--- src/rtl/uart_pkg.sv ---
`default_nettype none
// ============================================================================
// Module      : uart_pkg
// Description : Constants shared across the UART blocks: arbiter states,
//               byte width and the baud divider for 27 MHz / 115200.
// Revision    : 1.0 - initial release
// ============================================================================
package uart_pkg;

    typedef logic [1:0] arb_state_t;

    localparam arb_state_t S_IDLE = 2'd0;
    localparam arb_state_t S_SEND = 2'd1;
    localparam arb_state_t S_LOCK = 2'd2;

    localparam int BYTE_W   = 8;
    localparam int BAUD_DIV = 234;

endpackage : uart_pkg
`default_nettype wire

--- src/rtl/uart_rr_picker.sv ---
`default_nettype none
// ============================================================================
// Module      : uart_rr_picker
// Description : Combinational round-robin picker. Selects the first set request
//               at or after i_ptr, wrapping NUM_REQ-1 -> 0.
// Revision    : 1.0 - initial release
// ============================================================================
module uart_rr_picker #(
    parameter int NUM_REQ = 4,
    parameter int PTR_W   = $clog2(NUM_REQ)
) (
    input  logic [NUM_REQ-1:0] i_req,
    input  logic [PTR_W-1:0]   i_ptr,
    output logic [NUM_REQ-1:0] o_grant,
    output logic [PTR_W-1:0]   o_idx,
    output logic               o_any
);

    int   w_idx;
    logic w_found;

    // Walk offsets from the pointer; explicit subtract keeps non-power-of-two counts correct.
    always_comb begin
        o_grant = '0;
        o_idx   = '0;
        w_found = 1'b0;
        w_idx   = 0;
        for (int k = 0; k < NUM_REQ; k++) begin
            w_idx = int'(i_ptr) + k;
            if (w_idx >= NUM_REQ) begin
                w_idx = w_idx - NUM_REQ;
            end
            if (!w_found && i_req[w_idx]) begin
                w_found        = 1'b1;
                o_idx          = PTR_W'(w_idx);
                o_grant[w_idx] = 1'b1;
            end
        end
        o_any = w_found;
    end

endmodule : uart_rr_picker
`default_nettype wire

--- src/rtl/uart_tx_arbiter.sv ---
`default_nettype none
// ============================================================================
// Module      : uart_tx_arbiter
// Description : Round-robin arbiter sharing one UART transmitter byte port among
//               NUM_REQ requesters. Optional packet locking: UART_ARB_LOCK_EN.
// Revision    : 1.0 - initial release
// ============================================================================
module uart_tx_arbiter
    import uart_pkg::*;
#(
    parameter int NUM_REQ   = 4,
    parameter int MAX_BURST = 16
) (
    input  logic                         clk,
    input  logic                         rst_n,
    input  logic [NUM_REQ-1:0]           i_req_valid,
    input  logic [NUM_REQ*BYTE_W-1:0]    i_req_data,
    input  logic [NUM_REQ-1:0]           i_req_last,
    output logic [NUM_REQ-1:0]           o_req_ready,
    output logic                         o_tx_valid,
    output logic [BYTE_W-1:0]            o_tx_data,
    input  logic                         i_tx_ready,
    output logic [$clog2(NUM_REQ)-1:0]   o_grant_id,
    output logic                         o_busy
);

    localparam int               PTR_W      = $clog2(NUM_REQ);
    localparam logic [PTR_W-1:0] C_LAST_IDX = PTR_W'(NUM_REQ - 1);

    arb_state_t          r_state;
    logic [PTR_W-1:0]    r_ptr;
    logic [PTR_W-1:0]    r_grant_id;
    logic [BYTE_W-1:0]   r_tx_data;
    logic                r_tx_valid;

    logic [NUM_REQ-1:0]  w_pick_grant;
    logic [PTR_W-1:0]    w_pick_idx;
    logic                w_pick_any;
    logic [PTR_W-1:0]    w_next_ptr;

    uart_rr_picker #(
        .NUM_REQ (NUM_REQ),
        .PTR_W   (PTR_W)
    ) u_picker (
        .i_req   (i_req_valid),
        .i_ptr   (r_ptr),
        .o_grant (w_pick_grant),
        .o_idx   (w_pick_idx),
        .o_any   (w_pick_any)
    );

    assign w_next_ptr = (r_grant_id == C_LAST_IDX) ? '0 : r_grant_id + PTR_W'(1);

`ifdef UART_ARB_LOCK_EN
    localparam int BC_W = $clog2(MAX_BURST + 1);

    logic            r_last;
    logic [BC_W-1:0] r_burst_cnt;
    logic            w_lock_xfer;
    logic            w_release;

    assign w_lock_xfer = (r_state == S_LOCK) && i_req_valid[r_grant_id];
    assign w_release   = r_last || (r_burst_cnt == BC_W'(MAX_BURST));

    always_ff @(posedge clk or negedge rst_n) begin
        if (!rst_n) begin
            r_last      <= 1'b0;
            r_burst_cnt <= '0;
        end else if ((r_state == S_IDLE) && w_pick_any) begin
            r_last      <= i_req_last[w_pick_idx];
            r_burst_cnt <= BC_W'(1);
        end else if (w_lock_xfer) begin
            r_last      <= i_req_last[r_grant_id];
            r_burst_cnt <= r_burst_cnt + BC_W'(1);
        end
    end
`else
    logic        w_unused_last;
    logic [31:0] w_unused_cfg;

    assign w_unused_last = ^i_req_last;
    assign w_unused_cfg  = 32'(MAX_BURST);
`endif

    always_comb begin
        o_req_ready = '0;
        if (r_state == S_IDLE) begin
            o_req_ready = w_pick_grant;
        end
`ifdef UART_ARB_LOCK_EN
        else if (r_state == S_LOCK) begin
            o_req_ready[r_grant_id] = i_req_valid[r_grant_id];
        end
`endif
    end

    always_ff @(posedge clk or negedge rst_n) begin
        if (!rst_n) begin
            r_state    <= S_IDLE;
            r_ptr      <= '0;
            r_grant_id <= '0;
            r_tx_data  <= '0;
            r_tx_valid <= 1'b0;
        end else begin
            case (r_state)
                S_IDLE: begin
                    if (w_pick_any) begin
                        r_tx_data  <= i_req_data[{w_pick_idx, 3'b000} +: BYTE_W];
                        r_grant_id <= w_pick_idx;
                        r_tx_valid <= 1'b1;
                        r_state    <= S_SEND;
                    end
                end
                S_SEND: begin
                    if (i_tx_ready) begin
                        r_tx_valid <= 1'b0;
`ifdef UART_ARB_LOCK_EN
                        if (w_release) begin
                            r_ptr   <= w_next_ptr;
                            r_state <= S_IDLE;
                        end else begin
                            r_state <= S_LOCK;
                        end
`else
                        r_ptr   <= w_next_ptr;
                        r_state <= S_IDLE;
`endif
                    end
                end
`ifdef UART_ARB_LOCK_EN
                S_LOCK: begin
                    // Other requesters wait here until the owner finishes its packet.
                    if (w_lock_xfer) begin
                        r_tx_data  <= i_req_data[{r_grant_id, 3'b000} +: BYTE_W];
                        r_tx_valid <= 1'b1;
                        r_state    <= S_SEND;
                    end
                end
`endif
                default: begin
                    r_tx_valid <= 1'b0;
                    r_state    <= S_IDLE;
                end
            endcase
        end
    end

    assign o_tx_valid = r_tx_valid;
    assign o_tx_data  = r_tx_data;
    assign o_grant_id = r_grant_id;
    assign o_busy     = (r_state != S_IDLE);

endmodule : uart_tx_arbiter
`default_nettype wire

--- config.mk ---
export PLATFORM = sky130hd
export DESIGN_NAME = uart_tx_arbiter
export DESIGN_NICKNAME = d
export VERILOG_FILES = /design/src/rtl/uart_pkg.sv /design/src/rtl/uart_rr_picker.sv /design/src/rtl/uart_tx_arbiter.sv
export SDC_FILE = /design/constraint.sdc
export NUM_CORES = 1
export LEC_CHECK = 0
export ABC_AREA = 1
export CAP_MARGIN = 10
export CORE_MARGIN = 2
export CORE_UTILIZATION = 55
export CTS_CLUSTER_SIZE = 12
export DETAILED_ROUTE_END_ITERATION = 10
export DONT_BUFFER_PORTS = 1
export PLACE_DENSITY = 0.7
export SLEW_MARGIN = 20
export SYNTH_ARGS = -nofsm -noshare
export SYNTH_HDL_FRONTEND = slang
export SYNTH_SLANG_ARGS = --single-unit
--- constraint.sdc ---
create_clock -name clk -period 2.05 [get_ports clk]
set_input_delay 0.3075 -clock clk [delete_from_list [all_inputs] [get_ports clk]]
set_output_delay 0.3075 -clock clk [all_outputs]
set_load 0.01 [all_outputs]
* Yosys cells after proc, flatten, opt, wreduce, memory -nomap -nowiden
Cells that the tools add are included.
** Storage, ports and cells
- Flip-flop bits (word level) :: 15
- Output and inout port bits :: 16
- Bits of input ports :: 43
- Logic and storage cells :: 92
** Operators by class
- Shift-type cells :: 1
- Reduce and logical (&&, ||, !) cells :: 15
- Magnitude comparators :: 12
- Eq/ne operators :: 4
- Mux-type cells :: 44
- Bitwise logic cells :: 3
- $add $sub $neg :: 8
** Operators with widths (count)
- >= comparator 32 x 1 -> 1 bit, second input constant :: 4
- less-than comparator 32 x 4 -> 1 bit, second input constant :: 4
- 2-to-1 mux 32 bit :: 4
- >= comparator 32 x 4 -> 1 bit, second input constant :: 3
- subtractor 32 x 4 -> 32 bit, second input constant :: 3
- indexed part select 32 x 6 -> 8 bit :: 1
- 2-to-1 mux 4 bit :: 5
- 2-to-1 mux 1 bit :: 18
- 2-to-1 mux 2 bit :: 7
- OR 4 bit :: 3
- binary-select mux 1 bit (select 2 bit) :: 4
- demux 1 bit (select 2 bit) :: 4
- logical AND 1 bit :: 7
- adder 2 x 2 -> 3 bit, second input constant :: 2
- AND reduction 2 bit :: 3
- one-hot mux 2 bit (2 select lines) :: 1
- subtractor 2 x 3 -> 4 bit, second input constant :: 1
- adder 2 x 1 -> 3 bit, second input constant :: 1
- >= comparator 2 x 3 -> 1 bit, second input constant :: 1
- zero test 1 bit :: 3
- adder 2 x 1 -> 2 bit, second input constant :: 1
- == test 2 x 1 -> 1 bit, second input constant :: 1
- == test 2 bit, second input constant :: 1
- zero test 2 bit :: 1
- other kinds (4) :: 4

* Depth between registers and ports, before layout
Gate-level depths: netlist of run 1.
- Depth after elaboration :: 17
- Gate-level depth with buffers :: 14

* By module
From an unflattened synthesis of run 1, not the netlist that was laid out.
** Unflattened totals
- Cells, all modules :: 216
- Area, all modules :: 1355.0 um^2
** Modules (own cells, without submodules)
- uart_tx_arbiter :: seq. area each 325.3 um^2, times used 1, cells an instance 139, area an instance 894.6 um^2
- uart_rr_picker :: seq. area each 0.0 um^2, times used 1, cells an instance 77, area an instance 460.4 um^2

* Least setup slack after synthesis of run 1
No wires, ideal clock.
- Path kind :: flip-flop to output port
- Start :: reg r_ptr[1]
- End :: out o_req_ready[0]
- Setup slack :: 0.052 ns
- Required time :: 1.742 ns
- Arrival :: 1.691 ns
- Stages on the path, launching flop included :: 13
- Cell sequence :: dfrtp_1 inv_1 ha_1 inv_1 nand3_1 nand2_2 nor2_4 nand2_1 o22ai_1 a21oi_1 o21ai_0 nand2_1 inv_1
** On the way
- Cells in the longest elaborated chain, start to end :: 16
- Elaborated cells on any way between the ends :: 64
- Those cells by class :: add/sub: 7; order compare: 12; mux: 32; bitwise: 3; reduce/logical: 10
** RTL lines
- from (decl) :: RTL line uart_tx_arbiter.sv:31 : logic [PTR_W-1:0] r_ptr;
- from (signal assigned) :: RTL line uart_tx_arbiter.sv:125 : r_ptr <= w_next_ptr;
- branches (longest 14 deep; another with subtractor 32 x 4 -> 32 bit)
- 2-to-1 mux 4 bit (*) :: RTL line uart_rr_picker.sv:33 : if (!w_found && i_req[w_idx]) begin
- 2-to-1 mux 4 bit (*) :: RTL line uart_tx_arbiter.sv:87 : if (r_state == S_IDLE) begin
- to (decl) :: RTL line uart_tx_arbiter.sv:19 : output logic [NUM_REQ-1:0] o_req_ready,
Every way passes the cells marked *. The select of a mux whose other input is x is not followed.

* Worst setup path in the final report of run 1
- Start :: reg r_ptr[0]
- End :: out o_req_ready[2]
Same word-level chain as after synthesis.

==> impl_metrics.yaml, run 1 <==
status:
  status: "complete, but fails checks"
  violations: "setup timing"
route:
  dr.pass1.iters: 4
  routed_wl_mm: 3.535
  routedWlPerCell_um: 14.25
  drc_errors: 0
  vias: 1383
  drt_iter0_markers: 30
  viasPerCell: 5.577
  ant_nets: 0
critical_path:
  cp_data_required_time_ps: 1740
  start_kind: "flop"
  crit_path_max_fanout: 8
  r2r_cells: 13
  worst_setup_path_end_kind: "output port"
  crit_type: "reg2out"
  cp_data_arrival_time_ps: 1840
finish:
  finish.utilization_pct: 75.36
  drive_gt1_share_pct: 35.45
  final_cells: 248
  fillCellCount: 178
  layout.nets: 269
  multi_input_area_um2: 1018
  final_area_um2: 1699
  seqCellArea_um2: 325.3
  area_growth_pct: 27.99
  antenna_cells: 0
placement:
  place_area_um2: 1359
  dp_cells: 232
  dp_hpwl_mm: 2.339
  finalWeightedCongestion: 0.8503
  numPortBuffers: 0
yosys:
  netlist_area_um2: 1328
  avgSynthCellArea_um2: 6.540
  yosys_register_bits: 13
  synthFlopType: "dfrtp_1"
  yosysTopAreaCellShare_pct: 24.51
  ys_types: 26
  syn_nets: 251
  synth_area_leaders: "dfrtp_1 25%, nand2_1 20%, nand3_1 9.8%"
  yosysTopAreaCell: "dfrtp_1"
  synth.top_cells.by_count: "70 x nand2_1, 31 x inv_1, 26 x nand3_1"
  synthCells: 203
  yosysMostFrequentCell: "nand2_1"
  ys_warn_count: 0
  async_reset_ff_share_pct: 100.0
  yosysSeqAreaShare_pct: 24.51
  synth_edf_count: 0
global_route:
  grt_pass1_wl_mm: 4.754
  track_usage_pct: 22.79
  grt_pass1_vias: 1144
  grt.overflow.total: 0
  antenna_found_initial: 0
  grt_start_max_net_pins: 28
sta:
  skew_ps: 1.920
  finalCritPeriodShare_pct: 104.8
  setup_ws_ps: -98.99
  maxSlewHeadroom_pct: 60.41
  rsz0062_at_grt: "yes"
  worst_pin_slew_ps: 592.0
  timing.fmax_ghz: 0.4653
  slew_viol_final: 0
  hold_viol_final: 0
  period_needed_ps: 2149
  finalSetupViolations: 11
  fin_setup_tns_ps: -624.5
  whs_ps: 127.9
power_and_ir_drop:
  power.internal_uw: 1685
  leakagePower_uw: 0.0008876
  seqPwrFrac_pct: 14.5
  powerDensity_nw_per_um2: 2261
  switchingPower_uw: 2157
  swShare_pct: 56.14
  comb_power_share_pct: 81.4
  pwr-share-clk_pct: 4.1
  vdd_drop_max_mv: 1.354
floorplan:
  start_util_pct: 58.88
  die_w_um: 53.13
  core_area_um2: 2255
  top_level_ports: 59
  die_h_um: 53.13
  rows: 17
  dieArea_um2: 2823
clocking:
  clk_pin_slew_ps: 80
  cts_tree: "yes"
  root_buffer: "clkbuf_4"
  clock_sinks: 13
  insertion_delay_ps: 270
  ctsHtreeMaxLevel: 1
  cts.path.max_buffers: 2
  numCtsBuffers: 3
worst_hold_path:
  worstHoldPathType: "in2reg"
  hold_depth: 1
run:
  cap_violations: 0
==> final timing paths <==
kind | from | to | slack (ps)
setup reg to reg | r_ptr[0] | o_tx_data[6] | -50
max in group asynchronous | rst_n | o_tx_data[7] | 1190
hold reg to reg | o_tx_data[4] | o_tx_data[4] | 560
hold / removal | i_tx_ready | o_tx_valid | 130
min in group asynchronous | rst_n | o_grant_id[1] | 470
setup / recovery | r_ptr[0] | o_req_ready[2] | -100
==> cells in the final DEF (no fill, tap or decap), types with 2 or more instances in the layout <==
master    instances
nand2_1          62
inv_1            26
nand3_1          17
dfrtp_1          13
buf_4            11
nand2_2           9
inv_2             8
nand3_2           8
nand2_4           6
buf_6             6
o211ai_2          5
nor2_4            4
nor2_1            4
or2_1             4
ha_1              4
nand3_4           3
o22ai_2           3
a21oi_2           3
o21ai_1           3
o21ai_2           3
clkbuf_4          3
nand4_4           2
a21oi_1           2
o21ai_0           2
==> final cells by class <==
class	instances	share of cell area, %
Inverter	35	7.879
Sequential cell	13	19.15
Tap cell	28	2.062
Timing Repair Buffer	18	9.426
Clock buffer	4	1.546
Multi-Input combinational cell	150	59.94
==> power groups by stage <==
stage	logic [uW]	registers, uW	clock network [uW]
finish	3130	557	159
global route	3410	581	178
CTS	2530	556	161
detailed placement	2180	558	0
global placement	2100	554	0
floorplan	1890	539	0
==> kinds of logic after synthesis <==
family                     share of synthesized area (%)
and+or+nand+nor                                    44.49
buffers and inverters                              13.57
AOI/OAI and AO/OA                                  12.72
DFF                                                24.51
adders and majority gates                          4.713
==> sequential cells by signal, summed over array words and instances (netlist names) <==
signal / cells
o_tx_valid: 1
o_grant_id: 2
o_tx_data: 8
r_ptr: 2
==> routing by layer <==
layer  share of wire [%]  track usage, %  vias up
met5                   0               0        -
met4                 1.2           4.701        0
met3                 6.9           7.345        6
met2                  50           37.71       64
met1                  41           28.84      630
li1                    -               -      683
==> worst max-delay path, cell delays in order, from the launching register on <==
cell     delay (ps)
dfrtp_1         410
inv_2           100
buf_6           150
nand2_4          70
nand3_4          90
nand2_4          80
buf_6           130
nor2_4          180
a22oi_2          70
o21ai_1          90
o21ai_1          90
inv_1           110
==> what timing repair did <==
item | 4_1_cts | 5_1_grt
setup buffers | 3 | 8
hold endpoints to repair | 13 | 0
pin swaps | 6 | 17
resized for setup | 26 | 32
hold buffers | 1 | 0
setup endpoints to repair | 11 | 13
==> metrics by stage <==
step | total power (uW) | setup WS (ps)
finish | 3841 | -98.99
global route | 4173 | -214.6
CTS | 3248 | -78.02
detailed placement | 2739 | -8.515
global placement | 2658 | 20.64
floorplan | 2426 | 51.97
No activity file was read; power rests on OpenSTA's default activity.
==> run 2, diff against run 1 <==
--- a/config.mk
+++ b/config.mk
@@ -9,10 +9,11 @@
 export CAP_MARGIN = 10
 export CORE_MARGIN = 2
 export CORE_UTILIZATION = 55
+export CTS_CLUSTER_DIAMETER = 50
 export CTS_CLUSTER_SIZE = 12
 export DETAILED_ROUTE_END_ITERATION = 10
 export DONT_BUFFER_PORTS = 1
-export PLACE_DENSITY = 0.7
+export PLACE_DENSITY = 0.67
 export SLEW_MARGIN = 20
 export SYNTH_ARGS = -nofsm -noshare
 export SYNTH_HDL_FRONTEND = slang
==> constraint.sdc (replaced) <==
create_clock -name clk -period 2.8 [get_ports clk]
set_input_delay 0.42 -clock clk [delete_from_list [all_inputs] [get_ports clk]]
set_output_delay 0.42 -clock clk [all_outputs]
set_load 0.01 [all_outputs]
==> impl_metrics.yaml, run 2 (same netlist as run 1, synthesis figures left out) <==
sta:
  finalCritPeriodShare_pct: 93.35
  fin_setup_tns_ps: 0
  setup_ws_ps: 186.3
  maxSlewHeadroom_pct: 58.89
  skew_ps: 3.181
  timing.fmax_ghz: 0.3826
  period_needed_ps: 2614
  rsz0062_at_grt: "no"
  finalSetupViolations: 0
  slew_viol_final: 0
  hold_viol_final: 0
  worst_pin_slew_ps: 614.6
status:
  status: "finished, final reports clean"
worst_hold_path:
  worstHoldPathType: "in2reg"
floorplan:
  core_area_um2: 2255
  top_level_ports: 59
  rows: 17
  start_util_pct: 58.88
  die_w_um: 53.13
  die_h_um: 53.13
  dieArea_um2: 2823
critical_path:
  cp_data_required_time_ps: 2380
  crit_path_max_fanout: 6
  setup.worst_path.end: "o_req_ready[3]"
  r2r_cells: 12
  rr_startpoint: "r_ptr[1]"
  cp_data_arrival_time_ps: 2190
  start_kind: "flop"
  crit_type: "reg2out"
  critPathLaunch: "r_ptr[1]"
  worst_setup_path_end_kind: "output port"
  reg2reg_setup_slack_ps: 540
  r2r-end: "o_tx_data[5]"
route:
  ant_nets: 0
  viasPerCell: 5.416
  drc_errors: 0
  drt_iter0_markers: 40
  dr.pass1.iters: 5
  vias: 1262
  routed_wl_mm: 2.783
  routedWlPerCell_um: 11.94
global_route:
  grt.overflow.total: 0
  grt_pass1_wl_mm: 4.491
  track_usage_pct: 21.27
  grt_pass1_vias: 1025
  antenna_found_initial: 0
  grt_start_max_net_pins: 28
placement:
  finalWeightedCongestion: 0.7607
  numPortBuffers: 0
  dp_hpwl_mm: 2.215
  dp_slack_ps: 365.3
clocking:
  numCtsBuffers: 3
  insertion_delay_ps: 280
  root_buffer: "clkbuf_4"
  clock_sinks: 13
  cts.path.max_buffers: 2
  cts_tree: "yes"
  ctsHtreeMaxLevel: 1
  post-cts-setup-buffers: 0
  clk_pin_slew_ps: 80
finish:
  largest_reg_flops: 8
  layout.nets: 254
  final_common_cell: "nand2_1"
  drive_gt1_share_pct: 15.12
  area_growth_pct: 2.922
  final_cell_mix: "70 x nand2_1, 30 x inv_1, 26 x nand3_1"
  antenna_cells: 0
power_and_ir_drop:
  vdd_drop_max_mv: 0.7780
  powerDensity_nw_per_um2: 1506
  leakagePower_uw: 0.0007629
run:
  cap_violations: 0
-- run 2: changes by cell type in the layout (fill, tap and decap cells not counted), sizes merged --
cell  delta
buf     -15
-- run 2: stage by stage --
step                cell area [um2]  instances  utilization (%)  power (uW)  hold slack [ps]
floorplan                      1328        203                -        1776            124.4
global placement               1329        228            58.93        1902            124.7
detailed placement             1329        228            58.93        1941            124.7
CTS                            1365        233            60.54        2072            231.8
global route                   1366        233            60.60        2323            204.0
finish                         1366        233            60.60        2058            231.7
-- run 2: cell type report --
type | count | area [um2]
Clock buffer | 4 | 26.28
Fill cell | 230 | 888.4
Inverter | 35 | 131.4
Multi-Input combinational cell | 150 | 822.0
Sequential cell | 13 | 326.6
Tap cell | 28 | 35.03
Timing Repair Buffer | 3 | 25.02
-- run 2: metal layers --
layer / share of wire (%) / track usage (%)
met3: 8.1 / 6.215
met1: 48 / 32.87
met5: 0 / 0
met4: 0 / 2.991
met2: 43 / 29.17
-- run 2: worst min-delay path by stage --
stage,from,endpoint,cells after the start
detailed placement,rst_n,o_tx_valid,0
global placement,rst_n,o_tx_valid,0
global route,i_tx_ready,o_tx_valid,1
CTS,i_tx_ready,o_tx_valid,1
floorplan,rst_n,o_grant_id[0],0
finish,i_tx_ready,o_tx_valid,1
-- run 2: what timing repair did --
| action | 4_1_cts | 5_1_grt |
|---|---|---|
| endpoints found under the setup margin | 0 | 4 |
| hold endpoints to repair | 13 | 0 |
| gates resized for setup | 0 | 2 |
| hold buffers | 1 | 0 |
-- run 2: worst max-delay path, cell delays in order (launching register included) --
cell     delay, ps
dfrtp_2        450
inv_2          100
ha_1           380
inv_1          100
nand3_1        100
nand2_2         80
nor2_4         140
nand2_1        120
o22ai_1        130
a21oi_1         60
o21ai_0         90
nand2_1         70
inv_1          100
-- run 2: report_power, final --
group	internal, uW	total [uW]	switching (uW)	leakage [uW]
clock	55.3	118	63.2	0.0000150
combinational	499	1530	1030	0.000593
sequential	292	414	122	0.000155
==> run 3, diff against run 2 <==
--- a/config.mk
+++ b/config.mk
@@ -9,11 +9,13 @@
 export CAP_MARGIN = 10
 export CORE_MARGIN = 2
 export CORE_UTILIZATION = 55
+export CTS_BUF_LIST = sky130_fd_sc_hd__clkbuf_4 sky130_fd_sc_hd__clkbuf_8 sky130_fd_sc_hd__clkbuf_16
 export CTS_CLUSTER_DIAMETER = 50
 export CTS_CLUSTER_SIZE = 12
 export DETAILED_ROUTE_END_ITERATION = 10
 export DONT_BUFFER_PORTS = 1
 export PLACE_DENSITY = 0.67
+export SKIP_CTS_REPAIR_TIMING = 1
 export SLEW_MARGIN = 20
 export SYNTH_ARGS = -nofsm -noshare
 export SYNTH_HDL_FRONTEND = slang
==> impl_metrics.yaml, run 3 (same netlist as run 1, synthesis figures left out) <==
worst_hold_path:
  worstHoldPathType: "in2reg"
placement:
  finalWeightedCongestion: 0.7607
  numPortBuffers: 0
  dp_hpwl_mm: 2.215
floorplan:
  top_level_ports: 59
  rows: 17
  die_h_um: 53.13
  core_area_um2: 2255
  dieArea_um2: 2823
  start_util_pct: 58.88
  die_w_um: 53.13
power_and_ir_drop:
  vdd_drop_max_mv: 0.7842
  leakagePower_uw: 0.0007663
  powerDensity_nw_per_um2: 1518
route:
  routed_wl_mm: 2.851
  drc_errors: 0
  vias: 1261
  dr.pass1.iters: 4
  routedWlPerCell_um: 12.24
  ant_nets: 0
  viasPerCell: 5.412
  drt_iter0_markers: 37
finish:
  drive_gt1_share_pct: 15.61
  final_cell_mix: "70 x nand2_1, 30 x inv_1, 26 x nand3_1"
  antenna_cells: 0
  finish.utilization_pct: 60.77
  final_common_cell: "nand2_1"
  area_growth_pct: 3.204
  layout.nets: 254
  largest_reg_flops: 8
global_route:
  grt_start_max_net_pins: 28
  antenna_found_initial: 0
  grt.overflow.total: 0
  track_usage_pct: 21.15
  grt_pass1_wl_mm: 4.464
  grt_pass1_vias: 1020
clocking:
  numCtsBuffers: 3
  ctsHtreeMaxLevel: 1
  insertion_delay_ps: 280
  clock_sinks: 13
  cts_tree: "yes"
  cts.path.max_buffers: 2
  clk_pin_slew_ps: 80
  root_buffer: "clkbuf_4"
critical_path:
  worst_setup_path_end_kind: "output port"
  cp_data_required_time_ps: 2380
  crit_type: "reg2out"
  crit_path_max_fanout: 6
  start_kind: "flop"
  cp_data_arrival_time_ps: 2190
sta:
  rsz0062_at_grt: "no"
  period_needed_ps: 2611
  skew_ps: 2.266
  fin_setup_tns_ps: 0
  timing.fmax_ghz: 0.3830
  finalCritPeriodShare_pct: 93.24
  slew_viol_final: 0
  finalSetupViolations: 0
  worst_pin_slew_ps: 628.8
  maxSlewHeadroom_pct: 57.94
  hold_viol_final: 0
run:
  cap_violations: 0
status:
  status: "finished, final reports clean"
-- run 3: cell types whose count changed in the layout (fill, tap and decap cells not counted) --
| cell | before | now |
|---|---|---|
| clkbuf_1 | 1 | 0 |
| clkbuf_4 | 3 | 4 |
-- run 3: critical path, stage by stage (launching register included) --
cell and delay [ps]:
dfrtp_2 450, inv_2 100, ha_1 380, inv_1 100
nand3_1 110, nand2_2 80, nor2_4 140, nand2_1 120
o22ai_1 130, a21oi_1 60, o21ai_0 90, nand2_1 70
inv_1 100
-- run 3: final timing paths --
check                             start             end  slack (ps)  cells after the start
min in group asynchronous         rst_n      o_tx_valid         600                      1
min reg2reg                o_tx_data[4]    o_tx_data[4]         550                      2
max in group asynchronous         rst_n        r_ptr[1]        1760                      1
max                            r_ptr[1]  o_req_ready[3]         190                     12
max reg2reg                    r_ptr[1]    o_tx_data[5]         520                     12
min                          i_tx_ready      o_tx_valid         230                      1
-- run 3: report_power, final --
group          leakage, uW  total [uW]  internal (uW)  switching, uW
clock            0.0000184         128           65.0           62.7
combinational     0.000593        1540            499           1040
sequential        0.000155         415            292            123
-- run 3: through the flow --
stage	hold WS, ps	std cells	instance area [um2]	setup slack (ps)	power, uW
6_report	234.8	233	1370	189.2	2080
5_1_grt	205.7	233	1370	9.307	2336
3_5_place_dp	124.7	228	1329	365.3	1941
2_1_floorplan	124.4	203	1328	689.5	1776
4_1_cts	-180.5	232	1359	36.27	2083
3_3_place_gp	124.7	228	1329	396.5	1902
-- run 3: layout make-up --
| type | instances | area (um2) |
|---|---|---|
| clock buffers | 4 | 30.03 |
| fillers | 228 | 884.6 |
| inverters | 35 | 131.4 |
| multi-input cells | 150 | 822.0 |
| flip-flops and latches | 13 | 326.6 |
| well taps | 28 | 35.03 |
| repair buffers | 3 | 25.02 |
-- run 3: layer usage --
metal / vias up / track usage (%) / wire length (um)
li1: 647 / - / -
met3: 0 / 6.215 / 209
met5: - / 0 / 0
met4: 0 / 2.564 / 0
met1: 561 / 32.70 / 1386
met2: 53 / 29.17 / 1255
